==> src/rtl/mux_sel_sequencer.sv <==
// mux_sel_sequencer: captures an 8-bit word and steps a 3-bit select through
// its bit indices so a downstream mux_8_to_1 serialises it, DIV cycles per bit.
module mux_sel_sequencer #(
    parameter int unsigned DIV       = 1,
    parameter bit          MSB_FIRST = 1'b0
) (
    input  logic       clk_i,
    input  logic       rst_i,
    input  logic [7:0] data_i,
    input  logic       valid_i,
    output logic       ready_o,
    input  logic       stall_i,
    output logic [7:0] d_o,
    output logic [2:0] sel_o,
    output logic       bit_valid_o,
    output logic       last_o,
    output logic       busy_o
);

    localparam int unsigned    CNT_W     = 4;
    localparam logic [CNT_W-1:0] DIV_LAST  = CNT_W'(DIV - 1);
    localparam logic [2:0]     FIRST_SEL = MSB_FIRST ? 3'd7 : 3'd0;
    localparam logic [2:0]     LAST_BIT  = 3'd7;

    typedef enum logic {
        IDLE  = 1'b0,
        SHIFT = 1'b1
    } state_t;

    state_t           state;
    logic [CNT_W-1:0] div_cnt;
    logic [2:0]       bit_cnt;
    logic             in_shift;
    logic             beat_done;
    logic             word_end;
    logic             accept;

    // Beat and handshake decode; reset forces all status low immediately
    assign in_shift    = (state == SHIFT) && !rst_i;
    assign beat_done   = in_shift && !stall_i && (div_cnt == DIV_LAST);
    assign word_end    = beat_done && (bit_cnt == LAST_BIT);
    assign ready_o     = !rst_i && ((state == IDLE) || word_end);
    assign accept      = valid_i && ready_o;
    assign bit_valid_o = in_shift;
    assign busy_o      = in_shift;
    assign last_o      = in_shift && (bit_cnt == LAST_BIT);

    // Sequencer state, captured word and bit/divider counters
    always_ff @(posedge clk_i) begin
        if (rst_i) begin
            state   <= IDLE;
            d_o     <= 8'h00;
            sel_o   <= 3'd0;
            div_cnt <= '0;
            bit_cnt <= 3'd0;
        end else begin
            case (state)
                IDLE: begin
                    if (accept) begin
                        d_o     <= data_i;
                        sel_o   <= FIRST_SEL;
                        div_cnt <= '0;
                        bit_cnt <= 3'd0;
                        state   <= SHIFT;
                    end
                end
                SHIFT: begin
                    if (!stall_i) begin
                        if (beat_done) begin
                            div_cnt <= '0;
                            if (bit_cnt != LAST_BIT) begin
                                bit_cnt <= bit_cnt + 3'd1;
                                sel_o   <= MSB_FIRST ? (sel_o - 3'd1) : (sel_o + 3'd1);
                            end else if (accept) begin
                                // Back-to-back word: reload without an idle gap
                                d_o     <= data_i;
                                sel_o   <= FIRST_SEL;
                                bit_cnt <= 3'd0;
                            end else begin
                                state <= IDLE;
                            end
                        end else begin
                            div_cnt <= div_cnt + CNT_W'(1);
                        end
                    end
                end
                default: state <= IDLE;
            endcase
        end
    end

endmodule

==> config.mk <==
export PLATFORM = sky130hd
export DESIGN_NAME = mux_sel_sequencer
export DESIGN_NICKNAME = d
export VERILOG_FILES = /design/src/rtl/mux_sel_sequencer.sv
export SDC_FILE = /design/constraint.sdc
export NUM_CORES = 1
export LEC_CHECK = 0
export ABC_AREA = 0
export CAP_MARGIN = 20
export CELL_PAD_IN_SITES_DETAIL_PLACEMENT = 1
export CELL_PAD_IN_SITES_GLOBAL_PLACEMENT = 1
export CORE_MARGIN = 2
export CORE_UTILIZATION = 34
export CTS_CLUSTER_DIAMETER = 50
export DETAILED_ROUTE_END_ITERATION = 7
export GPL_TIMING_DRIVEN = 1
export PLACE_DENSITY = 0.81
export SLEW_MARGIN = 20
export SYNTH_ARGS = -nofsm -noshare
export SYNTH_HDL_FRONTEND = slang
export SYNTH_SLANG_ARGS = --single-unit
==> constraint.sdc <==
create_clock -name clk_i -period 2.4 [get_ports clk_i]
set_input_delay 0.48 -clock clk_i [delete_from_list [all_inputs] [get_ports clk_i]]
set_output_delay 0.48 -clock clk_i [all_outputs]
set_load 0.01 [all_outputs]
# Word level (Yosys, flattened, before mapping)
# Cells that the tools add are included.
[classes] n_addsub=3 multipliers=0 reduce_logical=14 div_mod_pow=0 magnitude_cmp=0 n_shift=0 n_bitwise=1 n_eq_ne=6 n_mux=24
[ops] op="8-bit two-way mux" n=4
[ops] op="3-bit two-way mux" n=8
[ops] op="8-bit case mux with 2 select lines" n=1
[ops] op="4-bit two-way mux" n=3
[ops] op="3-bit case mux with 2 select lines" n=2
[ops] op="4-bit case mux with 2 select lines" n=1
[ops] op="1-bit logical AND" n=7
[ops] op="3-bit by 1-bit adder with 3-bit output (second input constant)" n=2
[ops] op="2-bit inequality test (second input constant)" n=3
[ops] op="4-bit by 1-bit adder with 4-bit output (second input constant)" n=1
[ops] op="4-bit logical NOT" n=1
[ops] op="1-bit two-way mux" n=4
[ops] op="2-bit AND reduction" n=2
[ops] op="3-bit equality test (second input constant)" n=1
[ops] op="3-bit inequality test (second input constant)" n=1
[ops] op="3-bit AND reduction" n=1
[ops] op="1-bit logical NOT" n=2
[ops] op="2-bit by 1-bit inequality test with 1-bit output (second input constant)" n=1
[ops] op="1-bit case mux with 2 select lines" n=1
[ops] op="1-bit logical OR" n=1
[ops] op="1-bit NOT" n=1
[totals] output_inout_bits=15 ram_bits=0 memories=0 latchBits=0 romBits=0 reg_bits=19 word_cells=53

# Longest topological paths before layout
# Gate-level depths: netlist of run 1.
[depth] depth_word=13 depth_mapped=6 depth_no_buf=5

# Worst setup path before layout of run 1
# Ideal clock, no wire load.
[synth_timing] path_type="input to output" from="input port stall_i" to="output port ready_o" path_slack_ps=475 stages=4 t_arrival_ps=1445 t_required_ps=1920 path_buffers=1 cell_sequence="or4b_1 > buf_2 > o21ai_0 > and2_1"
[synth_via] elab_chain_cells=6
[synth_lines] item="start, declared" line_no="12" rtl="input logic stall_i,"
[synth_lines] item="1-bit logical NOT"
[synth_lines] item="1-bit logical AND (2 in series)" line_no="40" rtl="assign beat_done = in_shift && !stall_i && (div_cnt == DIV_LAST);"
[synth_lines] item="1-bit logical AND" line_no="41" rtl="assign word_end = beat_done && (bit_cnt == LAST_BIT);"
[synth_lines] item="1-bit logical OR" line_no="42" rtl="assign ready_o = !rst_i && ((state == IDLE) || word_end);"
[synth_lines] item="1-bit logical AND" line_no="42"
[synth_lines] item="end, declared" line_no="11" rtl="output logic ready_o,"
# Every way passes these cells.

# Worst setup path in the final report of run 1
[layout_timing] from="register div_cnt[0]" to="output port ready_o"
[layout_via] elab_chain_cells=5
[layout_lines] item="start, declared" line_no="31" rtl="logic [CNT_W-1:0] div_cnt;"
[layout_lines] item="start signal, assigned" line_no="83" rtl="div_cnt <= div_cnt + CNT_W'(1);"
[layout_lines] item="4-bit logical NOT" line_no="40"
[layout_lines] item="1-bit logical AND" line_no="40"
[layout_lines] item="1-bit logical AND" line_no="41"
[layout_lines] item="1-bit logical OR" line_no="42"
[layout_lines] item="1-bit logical AND" line_no="42"
# Every way passes these cells.

==> results of run 1 <==
[how the worst max path moves through the flow]
| stage | startpoint | end | depth (start not counted) |
|---|---|---|---|
| after floorplan | stall_i | ready_o | 4 |
| after global placement | stall_i | ready_o | 5 |
| after detailed placement | stall_i | ready_o | 5 |
| after CTS | stall_i | ready_o | 5 |
| after global routing | bit_cnt[0] | last_o | 5 |
| final | div_cnt[0] | ready_o | 6 |
[cell families after synthesis]
group                    synth area share
flip-flops                          0.407
AND/OR/NAND/NOR                     0.228
multiplexers                       0.0964
AO/OA/AOI/OAI                       0.153
buffers and inverters              0.0495
adder cells (fa/ha/maj)            0.0669
[sequential cells by signal, indices dropped and copies added, names as in the netlist]
name	cells
div_cnt	4
sel_o	3
state	1
d_o	8
bit_cnt	3
[metal layers]
metal	up-vias	share of wire	wire, um
met5	-	0	0
li1	418	-	-
met3	2	0.054	126
met1	418	0.39	914
met2	22	0.54	1280
met4	0	0.011	25
[cell usage after synthesis, types with 3 or more instances]
cell type,n,area (um^2)
a211o_1,3,26.3
a21oi_1,4,20.0
clkbuf_1,3,11.3
dfxtp_1,19,380
ha_1,5,62.6
inv_1,6,22.5
mux2_2,8,90.1
nand2_1,3,11.3
nand2b_1,5,31.3
nor2b_1,8,50.1
nor4_1,3,18.8
o2bb2ai_1,3,26.3
o31ai_1,3,22.5
or4_1,3,22.5
[power by group through the flow]
| stage | clock network, mW | registers [mW] | logic, mW |
|---|---|---|---|
| 2_1_floorplan | 0 | 0.348 | 0.0466 |
| 3_3_place_gp | 0 | 0.342 | 0.116 |
| 3_5_place_dp | 0 | 0.344 | 0.119 |
| 4_1_cts | 0.180 | 0.337 | 0.122 |
| 5_1_grt | 0.189 | 0.339 | 0.133 |
| 6_report | 0.173 | 0.337 | 0.122 |
[cells in the final DEF, fill, tap and decap left out, drive strengths merged, types with 2 or more instances in the layout]
master / netlist / routed
a211o: 3 / 3
a21oi: 5 / 5
buf: 2 / 14
clkbuf: 3 / 3
clkdlybuf4s50: 0 / 24
dfxtp: 19 / 19
ha: 5 / 5
inv: 6 / 6
mux2: 8 / 8
nand2: 3 / 3
nand2b: 5 / 5
nor2: 2 / 2
nor2b: 8 / 8
nor3b: 2 / 2
nor4: 3 / 3
o2bb2ai: 3 / 3
o31ai: 3 / 3
or4: 3 / 3
[timing repair]
item	in CTS	in global routing
pin swaps	0	2
resized for setup	6	4
endpoints found under the setup margin	1	1
buffers inserted	0	1
[final cells by class]
cell class | count | area share
Clock inverter | 1 | 0.00371
Multi-Input combinational cell | 65 | 0.389
Timing Repair Buffer | 39 | 0.263
Clock buffer | 3 | 0.0167
Sequential cell | 19 | 0.282
Inverter | 6 | 0.0167
Tap cell | 31 | 0.0287
[worst register-to-register path: cells and delay by family (launching register included)]
family / cells / cell delay [ps]
AO/OA/AOI/OAI: 1 / 150
adder cells (fa/ha/maj): 1 / 160
AND/OR/NAND/NOR: 2 / 960
flip-flops: 1 / 340
buffers and inverters: 2 / 240
[per-stage QoR]
| step | setup WS, ps | std cells | hold slack, ps | setup TNS [ps] |
|---|---|---|---|---|
| floorplan | 475 | 95 | 433 | 0 |
| detailed placement | -410 | 159 | 460 | -410 |
| global route | 43.9 | 164 | 496 | 0 |
| global placement | -399 | 159 | 444 | -399 |
| finish | 133 | 164 | 468 | 0 |
| CTS | 10.4 | 163 | 476 | 0 |
==> impl_metrics.json, run 1 <==
{
  "status": "complete, no violations",
  "seq_area_frac_synth": 0.407,
  "fillers": 311,
  "num_io_pins": 27,
  "grt_util_met2": 0.304,
  "clkPwrFrac": 0.273,
  "rsz0062_at_grt": "no",
  "path_buf_inv": 2,
  "arrival_ps": 1790,
  "min-delay-start": "bit_cnt[1]",
  "stdcell_area_um2": 1350,
  "clkTransAtPathRegs_ps": 120,
  "finalHoldViolCount": 0,
  "route.detailed.wl_per_inst_um": 14.3,
  "avgSynthCellArea_um2": 9.84,
  "std_cell_rows": 19,
  "worstSetupPathType": "reg2out",
  "grt-busiest-layer": "met2",
  "grt.overflow.total": 0,
  "timing.slew.headroom": 0.755,
  "start_kind": "flop",
  "synth-edff-count": 0,
  "multiInputGateArea_um2": 526,
  "holdPathEnd": "bit_cnt[1]",
  "finalClockSkew_ps": 3.07,
  "clock_latency_ps": 310,
  "numCtsBuffers": 3,
  "dp_hpwl_um": 1850,
  "r2r_slack_ps": 500,
  "internal-power_mw": 0.464,
  "met1_usage": 0.166,
  "synthFlopType": "dfxtp_1",
  "drtIter0Drc": 15,
  "min_period_over_period": 0.945,
  "grt_max_degree": 14,
  "hold_path.class": "reg2reg",
  "synth_nets": 112,
  "crit_slowest_cell": "or4b_4",
  "met3_usage": 0.0369,
  "register_area_um2": 380,
  "total_power_mw": 0.632,
  "vias": 860,
  "sw_frac_of_total": 0.266,
  "root_buffer": "clkbuf_4",
  "postCtsHoldBufs": 0,
  "p_switching_mw": 0.168,
  "netlist_area_um2": 935,
  "cts_tree": "done",
  "ys_ff_latch": 19,
  "critPathMaxStageDelay_ps": 500,
  "wl_um": 2350,
  "synthDistinctLibCells": 31,
  "dieArea_um2": 3180,
  "fin_util": 0.503,
  "crit_fanout": 2,
  "core_um2": 2690,
  "place_congestion": 0.738,
  "grt_pass1_wl_um": 4050,
  "dr.pass1.iters": 2,
  "fin_nets": 151,
  "min_period_ps": 2270,
  "remaining_drc_errors": 0,
  "r2r-end": "sel_o[2]",
  "antenna_found_initial": 0,
  "pwr-share-comb": 0.194,
  "layout-drive-gt1-share": 0.233,
  "worstMarginPinSlew_ps": 365,
  "fmax_mhz": 441,
  "synth_warnings": 0,
  "r2r-start": "div_cnt[0]",
  "critPathTopFamily": "simple AND/OR/NAND/NOR gates",
  "cp.required_ps": 1920,
  "p_seq_frac": 0.533,
  "area_growth_pct": 44.4,
  "start_util": 0.348,
  "placed_area_um2": 1300,
  "synth-async-reset-ratio": 0,
  "io_buffers": 26,
  "setup_viol": 0,
  "first_global_vias": 960,
  "diodes": 0,
  "p_leak_nw": 0.594,
  "rr_worst_depth": 6,
  "ir_drop_uv": 384,
  "htreeDepth": 1,
  "synthCells": 95,
  "grt_util_all_layers": 0.160,
  "fp.dieW_um": 56.4,
  "maxSlewViolCount": 0,
  "cp_cell_sequence": "inv_1 -> ha_1 -> or4b_4 -> o21ai_4 -> and2_4 -> buf_2",
  "clock_path_buffers": 2,
  "power_density_nw_per_um2": 468,
  "critPathCaptureType": "output port",
  "cts_sinks": 19,
  "ant_nets": 0,
  "drv_cap": 0,
  "die_h_um": 56.4,
  "hold-path-cell-count": 2,
  "viasPerCell": 5.24
}
Power figures use the tool's default switching activity.
==> inputs of run 2 (changes only) <==
- SLEW_MARGIN: 20 -> default
==> results of run 2 <==
Final layout, timing and power as in run 1 (identical DEF).
==> inputs of run 3 (changes only) <==
- CELL_PAD_IN_SITES_DETAIL_PLACEMENT: 1 -> default
- CELL_PAD_IN_SITES_GLOBAL_PLACEMENT: 1 -> default
- CORE_UTILIZATION: 34 -> 40
- PLACE_DENSITY: 0.81 -> 0.74
==> run 3 against run 2 <==
Effect of this change: cell area decreased by 0.65%; core utilization is 10 points higher; sequential share of layout area rose by 0.18 points; non-clock buffer count fell by 1; die area shrank 14%; via count is 4.7% lower; final cell count decreased by 2.4%; critical endpoint is now last_o; highest routed layer unchanged.
==> impl_metrics.json, run 3 (synthesis gave the netlist of run 1 again) <==
{
  "met1_usage": 0.180,
  "setup_viol": 0,
  "hold_path.class": "reg2reg",
  "numCtsBuffers": 3,
  "grt_util_met2": 0.315,
  "grt.overflow.total": 0,
  "reg_top3": "d_o: 8 flops, div_cnt: 4 flops",
  "fin_util": 0.606,
  "arrival_ps": 1830,
  "cp_cell_sequence": "clkdlybuf4s50_1 -> nand2b_1 -> nor2_1 -> clkdlybuf4s50_1",
  "p_seq_frac": 0.541,
  "postCtsHoldBufs": 0,
  "std_cell_rows": 17,
  "ant_nets": 0,
  "sw_frac_of_total": 0.254,
  "dieArea_um2": 2740,
  "start_kind": "input pin",
  "hold_ws_ps": 468,
  "final_common_cell": "clkdlybuf4s50_1",
  "root_buffer": "clkbuf_4",
  "pwr-share-comb": 0.193,
  "worstMarginPinSlew_ps": 343,
  "stdcell_area_um2": 1340,
  "cts_sinks": 19,
  "setup_ws_ps": 91.9,
  "diodes": 0,
  "multiInputGateArea_um2": 515,
  "core_um2": 2210,
  "final_cell_mix": "24 x clkdlybuf4s50_1, 19 x dfxtp_1, 11 x buf_4",
  "start_util": 0.423,
  "viasPerCell": 5.13,
  "fillers": 203,
  "clkPwrFrac": 0.266,
  "antenna_found_initial": 0,
  "clock_path_buffers": 2,
  "largest_register_ffs": 8,
  "path_common_cell": "clkdlybuf4s50_1",
  "num_io_pins": 27,
  "drtIter0Drc": 10,
  "startpoint": "rst_i",
  "worstSetupPathType": "in2out",
  "io_buffers": 26,
  "p_switching_mw": 0.158,
  "remaining_drc_errors": 0,
  "timing.slew.headroom": 0.771,
  "grt-busiest-layer": "met2",
  "crit_fanout": 3,
  "min_period_over_period": 0.962,
  "first_global_vias": 810,
  "place_congestion": 0.729,
  "r2r-start": "div_cnt[0]",
  "cp.required_ps": 1920,
  "post-cts-setup-buffers": 0,
  "wl_um": 1990,
  "dp_slack_ps": -430,
  "critPathMaxStageDelay_ps": 540,
  "place_inst": 156,
  "met3_usage": 0.0457,
  "critPathTopFamily": "buffers and inverters",
  "p_leak_nw": 0.591,
  "power_density_nw_per_um2": 463,
  "fin_nets": 150,
  "grt_pass1_wl_um": 3390,
  "fp.dieW_um": 52.3,
  "status": "complete, no violations",
  "vias": 820,
  "min-delay-start": "bit_cnt[1]",
  "dp_hpwl_um": 1490,
  "regMostFlops": "d_o",
  "ir_drop_uv": 334,
  "route.detailed.wl_per_inst_um": 12.5,
  "rsz0062_at_grt": "no",
  "grt_util_all_layers": 0.168,
  "register_area_um2": 380,
  "drv_cap": 0,
  "layout-drive-gt1-share": 0.220,
  "min_period_ps": 2310,
  "finalHoldViolCount": 0,
  "grt_max_degree": 14,
  "htreeDepth": 1,
  "cts_tree": "done",
  "critPathCaptureType": "output port",
  "placed_area_um2": 1310,
  "clock_latency_ps": 300,
  "finalClockSkew_ps": 2.47,
  "fmax_mhz": 433,
  "internal-power_mw": 0.463,
  "dr.pass1.iters": 4,
  "die_h_um": 52.3,
  "crit_slowest_cell": "clkdlybuf4s50_1",
  "path_buf_inv": 2,
  "maxSlewViolCount": 0,
  "instances_no_fill": 160,
  "clkTransAtPathRegs_ps": 110,
  "area_growth_pct": 43.5
}
[run 3: cell count changes in the layout (fill, tap and decap cells not counted)]
cell / delta
and2_1: +1
and2_4: -1
buf_12: +1
buf_4: -2
o21ai_2: +1
o21ai_4: -1
[run 3: power groups by stage]
| stage | combinational [mW] | sequential, mW | clock, mW |
|---|---|---|---|
| 3_3_place_gp | 0.117 | 0.342 | 0 |
| 5_1_grt | 0.131 | 0.339 | 0.185 |
| 3_5_place_dp | 0.119 | 0.343 | 0 |
| 2_1_floorplan | 0.0466 | 0.348 | 0 |
| 4_1_cts | 0.122 | 0.336 | 0.171 |
| 6_report | 0.120 | 0.336 | 0.165 |
[run 3: through the flow]
stage | power (mW) | TNS (ps)
floorplan | 0.394 | 0
global placement | 0.460 | -387
detailed placement | 0.462 | -430
CTS | 0.629 | 0
global route | 0.655 | 0
finish | 0.621 | 0
[run 3: per-layer routing]
layer,part of all wire,up-vias
li1,-,416
met1,0.43,384
met2,0.52,18
met3,0.045,2
met4,0.0090,0
met5,0,-
[run 3: cell type report]
class | count | area share
inverter | 6 | 0.0168
timing repair buffer | 38 | 0.269
clock buffer | 3 | 0.0168
tap | 28 | 0.0261
sequential | 19 | 0.284
multi-input combinational | 65 | 0.384
clock inverter | 1 | 0.00373
[run 3: tightest hold or removal path, stage by stage, from the launching register on]
cell	delay [ps]
dfxtp_1	330
nand2_1	60
o2bb2ai_1	50
[run 3: final timing paths]
check,end,slack [ps],depth (start not counted)
worst max-delay path,last_o,90,4
worst min-delay path,bit_cnt[1],470,2
worst min register to register,bit_cnt[1],470,2
worst max register to register,sel_o[2],520,6
[run 3: what timing repair did]
action                     in CTS  in global routing
pin swaps                       0                  3
resized for setup               6                  2
setup endpoints to repair       1                  1
